## src/rtl/instr_fetch_if.sv

```systemverilog
// Fetch-unit bus: ROM port plus the decoder-facing instruction/redirect signals.
interface instr_fetch_if #(
   parameter int ADDR_W = 8
) ();
   logic [ADDR_W-1:0] rom_addr;
   logic [48:0]       rom_data;
   logic              stall;
   logic              branch;
   logic [ADDR_W-1:0] branch_target;
   logic [48:0]       instruction;
   logic              instr_valid;
   logic [ADDR_W-1:0] instr_pc;
   logic              halted;

   modport master (
      output rom_addr,
      input  rom_data,
      input  stall,
      input  branch,
      input  branch_target,
      output instruction,
      output instr_valid,
      output instr_pc,
      output halted
   );

   modport slave (
      input  rom_addr,
      output rom_data,
      output stall,
      output branch,
      output branch_target,
      input  instruction,
      input  instr_valid,
      input  instr_pc,
      input  halted
   );
endinterface

```

## src/rtl/instr_fetch.sv

```systemverilog
// Instruction fetch: pc/ROM sequencing, 1-entry skid on stall, branch redirect with squash.
// Define FETCH_HALT_EN to stop fetching on a word whose opcode bits [48:44] are zero.
module instr_fetch #(
   parameter int                ADDR_W   = 8,
   parameter logic [ADDR_W-1:0] RESET_PC = {ADDR_W{1'b0}}
) (
   input  logic          clk,
   input  logic          reset,
   instr_fetch_if.master bus
);

`ifdef FETCH_HALT_EN
   typedef enum logic [1:0] {ST_START = 2'd0, ST_RUN = 2'd1, ST_HALT = 2'd2} state_e;
`else
   typedef enum logic [1:0] {ST_START = 2'd0, ST_RUN = 2'd1} state_e;
`endif

   localparam logic [ADDR_W-1:0] PC_ONE = {{(ADDR_W-1){1'b0}}, 1'b1};

   state_e            state_q, state_d;
   logic [ADDR_W-1:0] pc_q, pc_d;
   logic              rd_valid_q, rd_valid_d;
   logic [ADDR_W-1:0] rd_pc_q, rd_pc_d;
   logic [48:0]       skid_q, skid_d;
   logic              skid_valid_q, skid_valid_d;
   logic [ADDR_W-1:0] skid_pc_q, skid_pc_d;
   logic [48:0]       instr_q, instr_d;
   logic              instr_valid_q, instr_valid_d;
   logic [ADDR_W-1:0] instr_pc_q, instr_pc_d;
   logic              cand_valid_s;
   logic [48:0]       cand_word_s;
   logic [ADDR_W-1:0] cand_pc_s;
`ifdef FETCH_HALT_EN
   logic              halted_q, halted_d;
`endif

   // rd_valid marks the ROM word now on rom_data as a live fetch; a stalled
   // cycle does not count as a fetch because pc is held and re-reads the same address.
   always_comb begin
      state_d       = state_q;
      pc_d          = pc_q;
      rd_valid_d    = 1'b0;
      rd_pc_d       = pc_q;
      skid_d        = skid_q;
      skid_valid_d  = skid_valid_q;
      skid_pc_d     = skid_pc_q;
      instr_d       = instr_q;
      instr_valid_d = instr_valid_q;
      instr_pc_d    = instr_pc_q;
`ifdef FETCH_HALT_EN
      halted_d      = halted_q;
`endif
      cand_valid_s  = skid_valid_q | rd_valid_q;
      if (skid_valid_q) begin
         cand_word_s = skid_q;
         cand_pc_s   = skid_pc_q;
      end else begin
         cand_word_s = bus.rom_data;
         cand_pc_s   = rd_pc_q;
      end

      case (state_q)
         ST_START, ST_RUN: begin
            state_d = ST_RUN;
            if (bus.branch) begin
               pc_d          = bus.branch_target;
               skid_valid_d  = 1'b0;
               instr_valid_d = 1'b0;
            end else if (bus.stall) begin
               if (rd_valid_q) begin
                  skid_d       = bus.rom_data;
                  skid_pc_d    = rd_pc_q;
                  skid_valid_d = 1'b1;
               end else begin
                  skid_valid_d = skid_valid_q;
               end
            end else begin
`ifdef FETCH_HALT_EN
               if (cand_valid_s && (cand_word_s[48:44] == 5'h00)) begin
                  state_d       = ST_HALT;
                  halted_d      = 1'b1;
                  instr_valid_d = 1'b0;
                  skid_valid_d  = 1'b0;
               end else begin
`endif
                  pc_d          = pc_q + PC_ONE;
                  rd_valid_d    = 1'b1;
                  rd_pc_d       = pc_q;
                  skid_valid_d  = 1'b0;
                  instr_valid_d = cand_valid_s;
                  if (cand_valid_s) begin
                     instr_d    = cand_word_s;
                     instr_pc_d = cand_pc_s;
                  end else begin
                     instr_d    = instr_q;
                     instr_pc_d = instr_pc_q;
                  end
`ifdef FETCH_HALT_EN
               end
`endif
            end
         end
`ifdef FETCH_HALT_EN
         ST_HALT: begin
            state_d = ST_HALT;
         end
`endif
         default: begin
            state_d       = ST_START;
            pc_d          = RESET_PC;
            skid_valid_d  = 1'b0;
            instr_valid_d = 1'b0;
         end
      endcase
   end

   // State and output registers, cleared asynchronously by reset.
   always_ff @(posedge clk or negedge reset) begin
      if (!reset) begin
         state_q       <= ST_START;
         pc_q          <= RESET_PC;
         rd_valid_q    <= 1'b0;
         rd_pc_q       <= {ADDR_W{1'b0}};
         skid_q        <= 49'h0;
         skid_valid_q  <= 1'b0;
         skid_pc_q     <= {ADDR_W{1'b0}};
         instr_q       <= 49'h0;
         instr_valid_q <= 1'b0;
         instr_pc_q    <= {ADDR_W{1'b0}};
`ifdef FETCH_HALT_EN
         halted_q      <= 1'b0;
`endif
      end else begin
         state_q       <= state_d;
         pc_q          <= pc_d;
         rd_valid_q    <= rd_valid_d;
         rd_pc_q       <= rd_pc_d;
         skid_q        <= skid_d;
         skid_valid_q  <= skid_valid_d;
         skid_pc_q     <= skid_pc_d;
         instr_q       <= instr_d;
         instr_valid_q <= instr_valid_d;
         instr_pc_q    <= instr_pc_d;
`ifdef FETCH_HALT_EN
         halted_q      <= halted_d;
`endif
      end
   end

   assign bus.rom_addr    = pc_q;
   assign bus.instruction = instr_q;
   assign bus.instr_valid = instr_valid_q;
   assign bus.instr_pc    = instr_pc_q;
`ifdef FETCH_HALT_EN
   assign bus.halted      = halted_q;
`else
   assign bus.halted      = 1'b0;
`endif

endmodule

```

## src/flat_wrapper.sv

```systemverilog
// flat-port wrapper written by rule: the top's interface ports become plain ports
module instr_fetch_flat 
#(
   parameter int                ADDR_W   = 8,
   parameter logic [ADDR_W-1:0] RESET_PC = {ADDR_W{1'b0}}
)
  (clk, reset, bus_rom_addr, bus_rom_data, bus_stall, bus_branch, bus_branch_target, bus_instruction, bus_instr_valid, bus_instr_pc, bus_halted);
  instr_fetch_if #(.ADDR_W(ADDR_W)) bus_i ();
  input  logic clk;
  input  logic reset;
  output wire logic [$bits(bus_i.rom_addr)-1:0] bus_rom_addr;
  input wire logic [$bits(bus_i.rom_data)-1:0] bus_rom_data;
  input wire logic [$bits(bus_i.stall)-1:0] bus_stall;
  input wire logic [$bits(bus_i.branch)-1:0] bus_branch;
  input wire logic [$bits(bus_i.branch_target)-1:0] bus_branch_target;
  output wire logic [$bits(bus_i.instruction)-1:0] bus_instruction;
  output wire logic [$bits(bus_i.instr_valid)-1:0] bus_instr_valid;
  output wire logic [$bits(bus_i.instr_pc)-1:0] bus_instr_pc;
  output wire logic [$bits(bus_i.halted)-1:0] bus_halted;
  assign bus_rom_addr = bus_i.rom_addr;
  assign bus_i.rom_data = bus_rom_data;
  assign bus_i.stall = bus_stall;
  assign bus_i.branch = bus_branch;
  assign bus_i.branch_target = bus_branch_target;
  assign bus_instruction = bus_i.instruction;
  assign bus_instr_valid = bus_i.instr_valid;
  assign bus_instr_pc = bus_i.instr_pc;
  assign bus_halted = bus_i.halted;
  instr_fetch #(.ADDR_W(ADDR_W), .RESET_PC(RESET_PC)) u_core (.clk(clk), .reset(reset), .bus(bus_i));
endmodule
```

## config.mk

```make
export PLATFORM = sky130hd
export DESIGN_NAME = instr_fetch_flat
export DESIGN_NICKNAME = d
export VERILOG_FILES = /design/src/rtl/instr_fetch_if.sv /design/src/rtl/instr_fetch.sv /design/src/flat_wrapper.sv
export SDC_FILE = /design/constraint.sdc
export NUM_CORES = 1
export LEC_CHECK = 0
export BUFFER_PORTS_ARGS = -buffer_cell sky130_fd_sc_hd__buf_4
export CELL_PAD_IN_SITES_DETAIL_PLACEMENT = 1
export CELL_PAD_IN_SITES_GLOBAL_PLACEMENT = 1
export CORE_MARGIN = 3
export CORE_UTILIZATION = 45
export CTS_CLUSTER_SIZE = 24
export DETAILED_ROUTE_END_ITERATION = 8
export PLACE_DENSITY = 0.9
export SLEW_MARGIN = 10
export SYNTH_ARGS = -nofsm -noshare
export SYNTH_HDL_FRONTEND = slang
export SYNTH_SLANG_ARGS = --single-unit
```

## constraint.sdc

```tcl
create_clock -name clk -period 2.2 [get_ports clk]
set_input_delay 0.44 -clock clk [delete_from_list [all_inputs] [get_ports clk]]
set_output_delay 0.44 -clock clk [all_outputs]
set_load 0.01 [all_outputs]
```

==> metrics <==
status=completed; die area=0.0143 mm^2; DRC viols=0; # IOs=128; most frequent CP cell=mux2_2; # Max-Cap Violations=0; maximum vdd ir drop=0.639 mV; Yosys top cell area share=0.573; largest family of logic cells by synthesized area=multiplexers; row count=40; Arrival @ worst endpoint=1880 ps; sequential share of the synthesized area=0.573; worst hold path type=in -> reg; CP max stage cell=buf_4; simple-gate area share of the yosys netlist=0.0291; P_sw=1.92 mW; clk buf depth=2; Hold Vio Cnt, Final=0; YS warnings=0; overall power=7.48 mW; initial antenna violation count=0; combinational power share=0.209; worst-path fanout max=32; layout cells sized above 1=0.594; Slew Limit Fails=0; Max Clock Freq=0.629 GHz; Synth Area in XOR/XNOR=0.00603; CP Launch Type=register; adder-cell share of the synthesized area=0.00216; Worst R2R Path Depth=3; vias in the first global route=4069; later-pin clock latency in the skew report=410 ps; RSZ-0062 raised after global routing=false; Clock Power Share=0.342; Pleak=3.51 nW; Post-synth top cells=dfrtp_1 (133), mux2_2 (113), mux2_4 (30), mux2_1 (28), nand2_1 (9); period utilisation layout=0.723; fin crit period=1590 ps; Num Clock Sinks=133; number of flops mapped to enable cells by yosys=0; post-route ant nets=0; syn_nets=433; Synth Cell Area=0.00581 mm^2; die height=120 um; largest net degree at the start of global routing=60; PortBufs=126; synth top area cells=dfrtp_1 (57%), mux2_2 (22%), mux2_4 (7.8%); Worst Clk Skew=8.96 ps; Syn Inst Count=371; Internal=5.55 mW; TritonCTS clock tree=yes; hpwl dp=8.95 mm; Clock transition at path regs=50 ps; crit-path cells=buf_4 > mux2_2 > mux2_2; critical path class=reg -> reg; Yosys reg bits=133; Sw Share=0.257; mux cell area share after synthesis=0.353; core area=0.0123 mm^2; CP required=2490 ps; synthesis-to-layout area growth=28.8%; First-pass DRT Iterations=4; Inserted Clock Buffers=17; CTS H-tree depth=4; pwr dens=1000 mW/mm^2; ant diodes=0; post-synthesis compound-gate area fraction=0.00819; Nets=565; Fin Setup TNS=0 ps; first-pass GRT wire length=21.6 mm; post-synth top area cell=dfrtp_1; WL final=13.1 mm; CP Capture Type=register; Detailed Route Iter0 Violations=168; Setup violations, final=0; Flop pwr share=0.449; Tot GR Track Use=0.194; root buf cell=clkbuf_16; Remaining Overflow, GRT=0; via count=3519; postcts setup bufs=0; die width=120 um; Filler cells=1182; fraction of registers with async set/reset=1.00; initial core utilization=0.472; Max stage delay on crit path=400 ps; Unique masters post-synth=26; hold depth=3; Top FF cell, synth=dfrtp_1; top-count cell post-synth=dfrtp_1; DR vias/cell=5.15; syn avg cell area=15.6 um^2; WL/cell=19.2 um; routability congestion estimate=0.807
==> cells by family after synthesis <==
group | Yosys count
buf+inv | 22
fa+ha+maj | 1
compound gates | 9
flops | 133
other cells | 1
simple gates | 29
xor+xnor | 4
mux | 172
==> final cells by class <==
class,instances,area [um^2],share of cell area
clock buffers,28,517,0.0691
multi-input cells,216,2330,0.311
flip-flops and latches,133,3330,0.445
well taps,168,210,0.0281
clock inverters,3,17.5,0.00234
repair buffers,135,1080,0.144
==> power groups by stage <==
stage | Clock (mW) | Sequential, mW | Combinational (mW)
floorplan | 0 | 3.41 | 0.694
global placement | 0 | 3.32 | 1.50
detailed placement | 0 | 3.38 | 1.58
CTS | 2.62 | 3.36 | 1.60
global route | 2.74 | 3.42 | 1.70
finish | 2.56 | 3.36 | 1.56
==> worst paths after layout <==
path | startpoint | slack [ps] | to
max in group asynchronous | reset | 1030 | u_core.skid_valid_q$_DFFE_PN0P_
worst min register to register | u_core.bus.rom_addr[7]$_DFFE_PN0N_ | 440 | u_core.rd_pc_q[7]$_DFF_PN0_
worst max-delay path | u_core.skid_valid_q$_DFFE_PN0P_ | 610 | u_core.bus.instruction[31]$_DFFE_PN0P_
worst max register to register | u_core.skid_valid_q$_DFFE_PN0P_ | 610 | u_core.bus.instruction[31]$_DFFE_PN0P_
worst min-delay path | bus_branch_target[3] | 250 | u_core.bus.rom_addr[3]$_DFFE_PN0N_
min in group asynchronous | reset | 510 | u_core.skid_q[37]$_DFFE_PN0P_
==> layout by cell type (no fill, tap or decap), types with 6 or more instances in the layout <==
cell and instances:
dfrtp_1 132, mux2_1 28, nand2_1 9, clkbuf_16 17, mux2_4 30, clkbuf_1 6, mux2_2 113, o21ai_0 8
buf_4 129
==> state kept, by name (all words and copies together) (netlist names) <==
register,flops
u_core.bus.instruction,49
u_core.skid_q,49
u_core.bus.instr_pc,8
u_core.bus.rom_addr,8
u_core.rd_pc_q,8
u_core.skid_pc_q,8
u_core.bus.instr_valid,1
u_core.rd_valid_q,1
u_core.skid_valid_q,1
==> through the flow <==
step	hold WS, ps	instance area, um^2	utilization	instances	worst slack (ps)
finish	253	7480	0.608	683	609
global route	243	7480	0.608	683	555
CTS	229	7480	0.608	683	602
detailed placement	403	6940	0.563	651	360
global placement	398	6940	0.563	651	408
floorplan	144	5810	-	371	622
==> timing repair <==
item                                    4_1_cts  5_1_grt
gates resized for setup                       0        0
hold buffers                                  1        0
endpoints found under the setup margin        0        0
hold endpoints to repair                     29        0
==> per-layer routing <==
layer / GRT usage / vias up / routed length, um
li1: - / 1583 / -
met1: 0.236 / 1825 / 5590
met2: 0.330 / 95 / 6670
met3: 0.0533 / 16 / 648
met4: 0.0709 / 0 / 195
met5: 0 / - / 0
==> worst max-delay path, delay by kind of cell, from the launching register on <==
| family | cells | cell delay (ps) |
|---|---|---|
| multiplexers | 2 | 670 |
| buffers and inverters | 1 | 400 |
| flip-flops | 1 | 370 |
Power figures use the tool's default switching activity.
